==> src/rtl/uart_boot_pkg.sv <==
// rtl/uart_boot_pkg.sv - shared constants for the UART boot loader
package uart_boot_pkg;

    localparam logic [2:0] ST_IDLE   = 3'd0;
    localparam logic [2:0] ST_CNT_LO = 3'd1;
    localparam logic [2:0] ST_CNT_HI = 3'd2;
    localparam logic [2:0] ST_DATA   = 3'd3;
    localparam logic [2:0] ST_WRITE  = 3'd4;
    localparam logic [2:0] ST_ACK    = 3'd5;
    localparam logic [2:0] ST_ERR    = 3'd6;

    localparam logic [7:0] DEF_HDR_BYTE = 8'hA5;
    localparam logic [7:0] DEF_ERR_BYTE = 8'hEE;

    localparam int WORD_W = 32;

endpackage

==> src/rtl/uart_boot_timer.sv <==
// rtl/uart_boot_timer.sv - inter-byte idle timeout counter
module uart_boot_timer #(
    parameter int TIMEOUT_CYC = 1000000
) (
    input  logic clk,
    input  logic reset,
    input  logic clear,
    input  logic enable,
    output logic expired
);

    localparam int CW = $clog2(TIMEOUT_CYC + 1);

    logic [CW-1:0] count;

    // Count idle cycles while enabled; saturate at the limit, clear on demand.
    always_ff @(posedge clk or negedge reset) begin
        if (!reset) begin
            count <= '0;
        end else if (clear) begin
            count <= '0;
        end else if (enable && !expired) begin
            count <= count + CW'(1);
        end
    end

    assign expired = (count == CW'(TIMEOUT_CYC));

endmodule

==> src/rtl/uart_boot_loader.sv <==
// rtl/uart_boot_loader.sv - serial program image loader into instruction memory
module uart_boot_loader
    import uart_boot_pkg::*;
#(
    parameter int         ADDR_W      = 10,
    parameter int         TIMEOUT_CYC = 1000000,
    parameter logic [7:0] HDR_BYTE    = DEF_HDR_BYTE,
    parameter logic [7:0] ERR_BYTE    = DEF_ERR_BYTE
) (
    input  logic              clk,
    input  logic              reset,
    input  logic              rx_empty,
    input  logic [7:0]        r_data,
    output logic              rd_uart,
    input  logic              tx_full,
    output logic [7:0]        w_data,
    output logic              wr_uart,
    output logic              imem_we,
    output logic [ADDR_W-1:0] imem_addr,
    output logic [WORD_W-1:0] imem_wdata,
    output logic              cpu_hold,
    output logic              load_done,
    output logic              load_err
);

    localparam logic [16:0] MAX_WORDS = 17'(1 << ADDR_W);

    logic [2:0]        state;
    logic [7:0]        byte_q;
    logic [7:0]        cnt_lo;
    logic [15:0]       word_cnt;
    logic [1:0]        byte_idx;
    logic [WORD_W-1:0] word;
    logic [ADDR_W-1:0] addr;
    logic [7:0]        checksum;

    logic fetch_st;
    logic launch;
    logic expired;
    logic last_word;
    logic [15:0] n_rx;

    assign fetch_st  = (state == ST_IDLE) || (state == ST_CNT_LO) ||
                       (state == ST_CNT_HI) || (state == ST_DATA);
    // rd_uart is the previous launch, so a launch is never back-to-back with a pop.
    assign launch    = fetch_st && !rx_empty && !rd_uart;
    assign n_rx      = {byte_q, cnt_lo};
    assign last_word = ((17'(addr) + 17'd1) == {1'b0, word_cnt});

    uart_boot_timer #(.TIMEOUT_CYC(TIMEOUT_CYC)) u_timer (
        .clk     (clk),
        .reset   (reset),
        .clear   (rd_uart || (state == ST_IDLE)),
        .enable  ((state == ST_CNT_LO) || (state == ST_CNT_HI) || (state == ST_DATA)),
        .expired (expired)
    );

    // Latch the FIFO head and pulse the pop; the byte is consumed while rd_uart is high.
    always_ff @(posedge clk or negedge reset) begin
        if (!reset) begin
            rd_uart <= 1'b0;
            byte_q  <= '0;
        end else begin
            rd_uart <= launch;
            if (launch) begin
                byte_q <= r_data;
            end
        end
    end

    // Frame FSM with byte assembler, checksum and word address counter.
    always_ff @(posedge clk or negedge reset) begin
        if (!reset) begin
            state    <= ST_IDLE;
            cnt_lo   <= '0;
            word_cnt <= '0;
            byte_idx <= '0;
            word     <= '0;
            addr     <= '0;
            checksum <= '0;
            cpu_hold <= 1'b0;
        end else begin
            case (state)
                ST_IDLE: begin
                    if (rd_uart && (byte_q == HDR_BYTE)) begin
                        state    <= ST_CNT_LO;
                        cpu_hold <= 1'b1;
                        checksum <= '0;
                        addr     <= '0;
                        byte_idx <= '0;
                    end
                end
                ST_CNT_LO: begin
                    if (rd_uart) begin
                        cnt_lo <= byte_q;
                        state  <= ST_CNT_HI;
                    end else if (expired && !launch) begin
                        state <= ST_ERR;
                    end
                end
                ST_CNT_HI: begin
                    if (rd_uart) begin
                        word_cnt <= n_rx;
                        if ({1'b0, n_rx} > MAX_WORDS) begin
                            state <= ST_ERR;
                        end else if (n_rx == 16'd0) begin
                            state <= ST_ACK;
                        end else begin
                            state <= ST_DATA;
                        end
                    end else if (expired && !launch) begin
                        state <= ST_ERR;
                    end
                end
                ST_DATA: begin
                    if (rd_uart) begin
                        word     <= {byte_q, word[WORD_W-1:8]};
                        checksum <= checksum ^ byte_q;
                        byte_idx <= byte_idx + 2'd1;
                        if (byte_idx == 2'd3) begin
                            state <= ST_WRITE;
                        end
                    end else if (expired && !launch) begin
                        state <= ST_ERR;
                    end
                end
                ST_WRITE: begin
                    if (last_word) begin
                        state <= ST_ACK;
                    end else begin
                        addr  <= addr + ADDR_W'(1);
                        state <= ST_DATA;
                    end
                end
                ST_ACK, ST_ERR: begin
                    if (!tx_full) begin
                        state    <= ST_IDLE;
                        cpu_hold <= 1'b0;
                    end
                end
                default: begin
                    state <= ST_IDLE;
                end
            endcase
        end
    end

    assign imem_we    = (state == ST_WRITE);
    assign imem_addr  = addr;
    assign imem_wdata = word;
    assign load_done  = (state == ST_ACK) && !tx_full;
    assign load_err   = (state == ST_ERR) && !tx_full;
    assign wr_uart    = load_done || load_err;
    assign w_data     = (state == ST_ERR) ? ERR_BYTE :
                        (state == ST_ACK) ? checksum : 8'h00;

endmodule

==> config.mk <==
export PLATFORM = sky130hd
export DESIGN_NAME = uart_boot_loader
export DESIGN_NICKNAME = d
export VERILOG_FILES = /design/src/rtl/uart_boot_pkg.sv /design/src/rtl/uart_boot_timer.sv /design/src/rtl/uart_boot_loader.sv
export SDC_FILE = /design/constraint.sdc
export NUM_CORES = 1
export LEC_CHECK = 0
export BUFFER_PORTS_ARGS = -buffer_cell sky130_fd_sc_hd__buf_2
export CAP_MARGIN = 5
export CORE_MARGIN = 5
export CORE_UTILIZATION = 50
export DETAILED_ROUTE_END_ITERATION = 12
export HOLD_SLACK_MARGIN = 0.1
export PLACE_DENSITY = 0.71
export SLEW_MARGIN = 20
export SYNTH_ARGS = -nofsm -noshare
export SYNTH_HDL_FRONTEND = slang
export SYNTH_SLANG_ARGS = --single-unit
==> constraint.sdc <==
create_clock -name clk -period 2.4 [get_ports clk]
set_clock_uncertainty 0.05 [all_clocks]
set_input_delay 0.48 -clock clk [delete_from_list [all_inputs] [get_ports clk]]
set_output_delay 0.48 -clock clk [all_outputs]
set_load 0.05 [all_outputs]
==> results.yml, run 1 <==
clocking:
  tritoncts: "yes"
  cts.sinks: 109
  clockBufferDepth: 2
  clkSlewWorstSetupHoldPaths_ns: 0.09
  root_buffer: "clkbuf_8"
  insertion_delay_ns: 0.37
  htree_levels: 3
  numCtsBuffers: 9
layout:
  postLayoutCellArea_mm2: 0.00660
  utilization_pct: 63.7
  final_cell_mix: "127 x nand2_1, 101 x dfrtp_1, 63 x buf_2"
  area_growth_pct: 23.2
  layout-drive-gt1-share_pct: 31.6
  num_antenna_cells: 0
  final_common_cell: "nand2_1"
  stdcell_count: 819
  layout.nets: 696
outcome:
  violations: "negative setup slack"
  status: "finished, violations left"
worst_setup_path:
  worstPathArrival_ns: 2.80
  crit_chain: "ha_4 -> xor2_2 -> nor4_4 -> o21ai_1 -> or4_4 -> nor3b_4 -> buf_6 -> buf_6 -> nor4_1 -> a311o_1"
  cp_max_fo: 3
  cp.buffers_inverters: 2
  cpMostUsedCell: "buf_6"
  cp_top_family: "simple AND/OR/NAND/NOR gates"
  cp_slowest_cell: "or4_4"
  end_kind: "flip-flop"
  critPathKind: "reg2reg"
  slowest_delay_ns: 0.46
  crit_path_start_kind: "flip-flop"
  cp.required_ns: 2.61
detailed_routing:
  firstDrtPassIters: 5
  drc: 0
  viasPerCell: 5.49
  drt-wirelength-per-cell_um: 15.9
  drt-initial-drc-count: 265
  drt-total-wl_um: 13000
  ant_nets: 0
  via_count: 4500
placed_design:
  dpl.cell_count: 793
  io_buffers: 67
  globalplace.congestion: 0.905
  hpwlAfterDp_um: 9230
  pre_cts_ws_ns: -0.331
  placed_area_mm2: 0.00623
timing:
  slew_violations: 0
  final-hold-violation-count: 0
  worstMarginPinSlew_ns: 0.803
  layout_setup_ws_ns: -0.190
  period_needed_ns: 2.59
  max_freq_mhz: 386
  rsz0062_at_grt: "yes"
  setup-violations-final: 12
  fin_hold_ws_ns: 0.290
  relSlewSlack_pct: 46.0
  setup_tns_ns: -1.38
  period_share_pct: 108
die:
  die_y_um: 114
  rows: 37
  fp.coreArea_mm2: 0.0104
  die_x_um: 114
  initial_core_util_pct: 51.7
  dieArea_mm2: 0.0129
  ios: 68
worst_hold_path:
  worstHoldPathType: "in2reg"
logic_synthesis:
  netlist_area_mm2: 0.00536
  synth_top_cell_by_area: "dfrtp_1"
  syn_avg_cell_area_um2: 9.54
  synth_edf_count: 0
  yosysWarningCount: 0
  synth_cell_types: 53
  synth_area_leaders: "dfrtp_1 51%, nand2_1 9.0%, mux2_2 6.7%, xor2_1 3.6%, nor2_1 2.8%"
  syn_inst: 562
  synth_seq_cells: 109
  yosysSeqAreaShare_pct: 50.9
  ys_async_sr_fraction_pct: 100
  yosys.area.top_type_share_pct: 50.9
  synth_ff_type: "dfrtp_1"
  synth_nets: 578
global_route:
  grt_antenna_before_repair: 0
  grt_pass1_vias: 4393
  grt_usage_pct: 20.9
  grt_first_pass_wirelength_um: 21900
  grt_max_degree: 48
  gr-total-overflow: 0
power:
  total_power_mw: 7.86
  ir_drop_mv: 0.931
  power_leakage_nw: 3.19
  p_per_area_mw_per_mm2: 1190
job:
  drv_cap: 0
==> worst reg2reg max path, delay by kind of cell (launching register included) <==
family | cells | cell delay (ns)
simple gates | 4 | 0.98
flops | 1 | 0.44
compound gates | 2 | 0.36
fa+ha+maj | 1 | 0.26
buf+inv | 2 | 0.23
xor+xnor | 1 | 0.15
==> worst paths after layout <==
| check | from | endpoint | slack, ns | depth (start not counted) |
|---|---|---|---|---|
| max | imem_addr[0] | imem_addr[4] | -0.19 | 10 |
| min | r_data[0] | byte_q[0] | 0.29 | 2 |
| max in group asynchronous | reset | cnt_lo[0] | 1.09 | 3 |
| min reg2reg | imem_wdata[4] | imem_wdata[4] | 0.43 | 2 |
| min in group asynchronous | reset | imem_wdata[14] | 0.58 | 2 |
| max reg2reg | imem_addr[0] | imem_addr[4] | -0.19 | 10 |
==> cells by family (layout without fill, tap and decap cells) <==
kind of cell,Yosys count,count (layout),synth area share [%]
buf+inv,43,164,3.27
fa+ha+maj,4,4,0.934
mux,35,35,7.28
xor+xnor,34,34,5.55
flops,109,109,50.9
compound gates,62,62,7.54
simple gates,275,275,24.6
==> repair_timing <==
action	CTS	global route
hold buffers	1	0
endpoints found under the hold margin	38	0
pin swaps	7	4
resized for setup	16	14
setup endpoints to repair	15	16
buffers inserted	5	6
==> final cells by class <==
class	instances	area, µm²
clock inverter	3	25.0
inverter	15	57.6
sequential	109	2740
timing repair buffer	135	897
fill	881	3770
tap	136	170
clock buffer	11	131
multi-input combinational	410	2580
==> cells in the mapped netlist, types with 4 or more instances <==
| cell | n |
|---|---|
| buf_2 | 5 |
| mux2_2 | 32 |
| or3_1 | 9 |
| o21ai_0 | 16 |
| o211ai_1 | 8 |
| nand3b_1 | 4 |
| xnor2_1 | 12 |
| a21oi_1 | 18 |
| ha_1 | 4 |
| clkbuf_1 | 19 |
| nand4_1 | 8 |
| xor2_1 | 22 |
| nor3_1 | 18 |
| nor2_1 | 40 |
| nand2_1 | 128 |
| nand3_1 | 23 |
| dfrtp_1 | 109 |
| nor4_1 | 8 |
| and3_1 | 9 |
| inv_1 | 14 |
| nand2b_1 | 5 |
==> flip-flops by register name, indices dropped and copies added, names as in the netlist <==
name	flops
imem_addr	10
cnt_lo	8
u_timer.count	20
imem_wdata	32
state	3
byte_q	8
cpu_hold	1
word_cnt	16
byte_idx	2
rd_uart	1
checksum	8
==> where the power goes <==
part           leakage [nW]  switching (mW)  internal [mW]
logic                  1.71            2.46           1.35
clock network        0.0755           0.583          0.371
registers              1.40           0.593           2.49
==> layer usage <==
metal	track usage, %	vias up	wire [µm]
met3	3.77	22	620
met1	28.8	2177	5790
met4	7.29	0	260
li1	-	2156	-
met2	33.3	145	6330
met5	0	-	0
No activity file was read; power rests on OpenSTA's default activity.
==> inputs of run 2 (changes only) <==
--- a/config.mk
+++ b/config.mk
@@ -7,7 +7,7 @@
 export LEC_CHECK = 0
 export BUFFER_PORTS_ARGS = -buffer_cell sky130_fd_sc_hd__buf_2
 export CAP_MARGIN = 5
-export CORE_MARGIN = 5
+export CORE_MARGIN = 2
 export CORE_UTILIZATION = 50
 export DETAILED_ROUTE_END_ITERATION = 12
 export HOLD_SLACK_MARGIN = 0.1
==> run 2 against run 1 <==
Compared with the run above: the flow still finishes with violations (negative setup slack); sequential share of layout area increased by 0.18 points; via count shrank 0.36%; fmax increased by 2.8%; total power is 1.4% higher; cell count is 0.73% lower; global-route usage is 2.8 points higher; die area shrank 10%; wire length is 1.9% lower; clock-buffer cell count stayed put; design area down 0.38%; sequential power hardly changed; flip-flop and latch count unchanged; critical path type unchanged.
==> results.yml, run 2 (synthesis gave the netlist of run 1 again) <==
global_route:
  grt_max_degree: 50
  grt_pass1_vias: 4382
  grt_antenna_before_repair: 0
  grt_first_pass_wirelength_um: 21600
  grt_usage_pct: 23.6
  gr-total-overflow: 0
layout:
  largest_reg_flops: 32
  stdcell_count: 813
  final_common_cell: "nand2_1"
  area_growth_pct: 22.7
  num_antenna_cells: 0
  final_cell_mix: "128 x nand2_1, 100 x dfrtp_1, 65 x buf_2"
  layout-drive-gt1-share_pct: 31.6
  layout.nets: 688
  n_fill_cell: 895
  postLayoutCellArea_mm2: 0.00658
timing:
  relSlewSlack_pct: 53.5
  final-hold-violation-count: 0
  setup-violations-final: 11
  max_freq_mhz: 397
  slew_violations: 0
  period_share_pct: 105
  period_needed_ns: 2.52
  rsz0062_at_grt: "yes"
  worstMarginPinSlew_ns: 0.692
  setup_tns_ns: -0.864
  layout_setup_ws_ns: -0.120
clocking:
  tritoncts: "yes"
  root_buffer: "clkbuf_8"
  insertion_delay_ns: 0.39
  clkSlewWorstSetupHoldPaths_ns: 0.10
  numCtsBuffers: 9
  cts.sinks: 109
  htree_levels: 3
  clockBufferDepth: 2
worst_setup_path:
  crit_path_start_kind: "flip-flop"
  reg2reg_from: "imem_addr[0]"
  worstPathArrival_ns: 2.74
  slowest_delay_ns: 0.44
  crit_chain: "ha_4 -> xor2_4 -> nor4_4 -> o21ai_1 -> or4_4 -> nor3b_4 -> buf_4 -> nor4_1 -> a311o_1"
  r2r_slack_ns: -0.12
  r2r_cells: 9
  cp_max_fo: 4
  r2r_end: "imem_addr[4]"
  critPathKind: "reg2reg"
  cp.required_ns: 2.62
  cp_slowest_cell: "dfrtp_2"
  cp_top_family: "simple AND/OR/NAND/NOR gates"
  cp.buffers_inverters: 1
  end_kind: "flip-flop"
die:
  initial_core_util_pct: 51.7
  ios: 68
  die_y_um: 108
  rows: 37
  dieArea_mm2: 0.0116
  fp.coreArea_mm2: 0.0104
  die_x_um: 108
detailed_routing:
  drt-total-wl_um: 12800
  ant_nets: 0
  drt-wirelength-per-cell_um: 15.7
  via_count: 4484
  drc: 0
  viasPerCell: 5.52
  firstDrtPassIters: 4
  drt-initial-drc-count: 287
power:
  total_power_mw: 7.96
  ir_drop_mv: 1.22
  p_per_area_mw_per_mm2: 1210
  power_leakage_nw: 3.17
job:
  drv_cap: 0
placed_design:
  dpl.cell_count: 792
  placed_area_mm2: 0.00623
  io_buffers: 67
  hpwlAfterDp_um: 9250
  globalplace.congestion: 0.884
worst_hold_path:
  min_path_cells: 2
  worstHoldPathType: "in2reg"
  holdPathEnd: "byte_q[3]"
  min-delay-start: "r_data[3]"
outcome:
  status: "finished, violations left"
  violations: "negative setup slack"
[run 2: worst max path at each step]
stage,startpoint,endpoint,cells after the start
after floorplan,imem_addr[0],imem_addr[5],10
after global placement,word_cnt[11],imem_addr[5],8
after detailed placement,word_cnt[11],imem_addr[5],8
after CTS,imem_addr[1],imem_addr[3],9
after global routing,imem_addr[0],imem_addr[5],10
final,imem_addr[0],imem_addr[4],9
[run 2: metal layers]
metal	GRT usage [%]	share of wire, %
met1	32.4	45
met2	38.4	49
met3	5.39	4.6
met4	5.59	1.0
met5	0	0
[run 2: final cells by class]
class	count	area, µm²	area share (%)
clock buffers	11	151	2.30
clock inverters	5	52.6	0.799
inverters	15	57.6	0.875
multi-input cells	410	2590	39.3
flip-flops and latches	109	2740	41.6
well taps	136	170	2.59
repair buffers	127	821	12.5
[run 2: power breakdown]
part           internal (mW)  switching, mW
sequential              2.50          0.590
combinational           1.32           2.44
clock                  0.458          0.663
[run 2: worst register-to-register path, delay by kind of cell (launching register included)]
family / cells / cell delay (ns)
compound gates: 2 / 0.37
buf+inv: 1 / 0.17
xor+xnor: 1 / 0.16
simple gates: 4 / 0.96
flops: 1 / 0.44
fa+ha+maj: 1 / 0.27
[run 2: timing repair]
action	in CTS	in global routing
buffers inserted	3	1
setup endpoints to repair	16	17
hold buffers	1	0
gates resized for setup	13	12
endpoints found under the hold margin	25	0
pin swaps	4	4
[run 2: metrics by stage]
step                      utilization [%]  setup WS (ns)  hold WS [ns]
after floorplan                         -         -0.129         0.134
after global placement               60.1         -0.263         0.374
after detailed placement             60.1         -0.318         0.386
after CTS                            62.9         -0.131         0.245
after global routing                 63.4         -0.253         0.247
final                                63.4         -0.120         0.268
==> inputs of run 3 (changes only) <==
--- a/config.mk
+++ b/config.mk
@@ -7,11 +7,13 @@
 export LEC_CHECK = 0
 export BUFFER_PORTS_ARGS = -buffer_cell sky130_fd_sc_hd__buf_2
 export CAP_MARGIN = 5
+export CELL_PAD_IN_SITES_DETAIL_PLACEMENT = 0
+export CELL_PAD_IN_SITES_GLOBAL_PLACEMENT = 1
 export CORE_MARGIN = 2
-export CORE_UTILIZATION = 50
+export CORE_UTILIZATION = 40
 export DETAILED_ROUTE_END_ITERATION = 12
 export HOLD_SLACK_MARGIN = 0.1
-export PLACE_DENSITY = 0.71
+export PLACE_DENSITY = 0.73
 export SLEW_MARGIN = 20
 export SYNTH_ARGS = -nofsm -noshare
 export SYNTH_HDL_FRONTEND = slang
==> run 3 against run 2 <==
Compared with the run above: critical path depth did not move; highest routed layer unchanged; global-route usage down 4.1 points; largest power group unchanged; critical path type unchanged; non-clock buffer count fell by 3; via count decreased by 1.4%; register-to-register slack barely moved; worst setup slack got worse by 0.015 ns; sequential power hardly changed; combinational power shrank 3%; cell count rose by 4.4%; the run still ends with negative setup slack left; first-iteration DRC count decreased by 10%.
==> results.yml, run 3 (synthesis gave the netlist of run 1 again) <==
outcome:
  status: "finished, violations left"
  violations: "negative setup slack"
timing:
  worstMarginPinSlew_ns: 0.754
  relSlewSlack_pct: 49.3
  period_share_pct: 106
  rsz0062_at_grt: "yes"
  max_freq_mhz: 395
  setup_tns_ns: -0.600
  fin_hold_ws_ns: 0.302
  period_needed_ns: 2.53
  layout_setup_ws_ns: -0.135
  setup-violations-final: 10
  final-hold-violation-count: 0
  slew_violations: 0
detailed_routing:
  drc: 0
  via_count: 4421
  drt-initial-drc-count: 258
  drt-total-wl_um: 13100
  drt-wirelength-per-cell_um: 15.4
  ant_nets: 0
  viasPerCell: 5.21
  firstDrtPassIters: 5
worst_setup_path:
  end_kind: "flip-flop"
  cp.required_ns: 2.59
  cp_max_fo: 7
  critPathKind: "reg2reg"
  worstPathArrival_ns: 2.72
  crit_path_start_kind: "flip-flop"
worst_hold_path:
  worstHoldPathType: "in2reg"
layout:
  postLayoutCellArea_mm2: 0.00667
  layout.nets: 685
  area_growth_pct: 24.3
  num_antenna_cells: 0
  utilization_pct: 50.5
  final_cell_mix: "128 x nand2_1, 102 x dfrtp_1, 66 x buf_2"
  layout-drive-gt1-share_pct: 29.9
  largest_reg_flops: 32
  final_common_cell: "nand2_1"
clocking:
  clkSlewWorstSetupHoldPaths_ns: 0.07
  root_buffer: "clkbuf_16"
  clockBufferDepth: 2
  numCtsBuffers: 9
  cts.sinks: 109
  tritoncts: "yes"
  insertion_delay_ns: 0.36
  htree_levels: 3
global_route:
  gr-total-overflow: 0
  grt_pass1_vias: 4412
  grt_antenna_before_repair: 0
  grt_usage_pct: 19.5
  grt_first_pass_wirelength_um: 22200
  grt_max_degree: 44
placed_design:
  io_buffers: 67
  placed_area_mm2: 0.00629
  globalplace.congestion: 0.832
  hpwlAfterDp_um: 9430
  pre_cts_ws_ns: -0.261
job:
  drv_cap: 0
power:
  p_per_area_mw_per_mm2: 1240
  power_leakage_nw: 3.21
  ir_drop_mv: 1.10
die:
  initial_core_util_pct: 40.6
  rows: 42
  die_y_um: 120
  dieArea_mm2: 0.0143
  ios: 68
  fp.coreArea_mm2: 0.0132
  die_x_um: 120
run 3: critical path, cell delays in order, from the launching register on:
cell     delay [ns]
dfrtp_2        0.43
ha_4           0.26
xor2_2         0.15
nor4_4         0.27
o21ai_1        0.09
or4_4          0.45
nor3b_4        0.19
buf_6          0.15
nor4_1         0.05
a311o_1        0.32
run 3: final timing paths:
kind | depth (start not counted) | startpoint | to | slack [ns]
setup / recovery | 9 | imem_addr[1] | imem_addr[3] | -0.13
hold / removal | 2 | r_data[6] | byte_q[6] | 0.30
setup reg to reg | 9 | imem_addr[1] | imem_addr[3] | -0.13
hold reg to reg | 2 | imem_wdata[5] | imem_wdata[5] | 0.43
max in group asynchronous | 3 | reset | imem_addr[2] | 1.04
min in group asynchronous | 2 | reset | cpu_hold | 0.63
run 3: metal layers:
metal	track usage, %	vias to the layer above	wire (µm)
li1	-	2146	-
met1	25.8	2185	6210
met2	31.7	81	6200
met3	5.51	9	579
met4	5.22	0	101
met5	0	-	0
run 3: power breakdown:
part	internal, mW	leakage, nW	switching, mW	total, mW
Combinational	1.27	1.65	2.37	3.64
Clock	0.825	0.149	0.714	1.54
Sequential	2.50	1.40	0.621	3.12
Total	4.59	3.21	3.70	8.29
run 3: through the flow:
stage | std cells | power (mW)
global route | 849 | 8.81
floorplan | 562 | 5.63
detailed placement | 832 | 6.73
global placement | 832 | 6.65
CTS | 848 | 8.36
finish | 849 | 8.29
run 3: cell type report:
class                      count  area [µm²]
fill                        1222        6530
sequential                   109        2740
multi-input combinational    410        2550
timing repair buffer         124         797
clock buffer                   9         225
tap                          176         220
clock inverter                 6        76.3
inverter                      15        56.3
run 3: repair_timing:
action	in CTS	in global routing
setup buffers	0	1
pin swaps	4	1
endpoints found under the setup margin	12	12
gates resized for setup	5	8
hold buffers	1	0
hold endpoints to repair	41	0
gates cloned	0	0
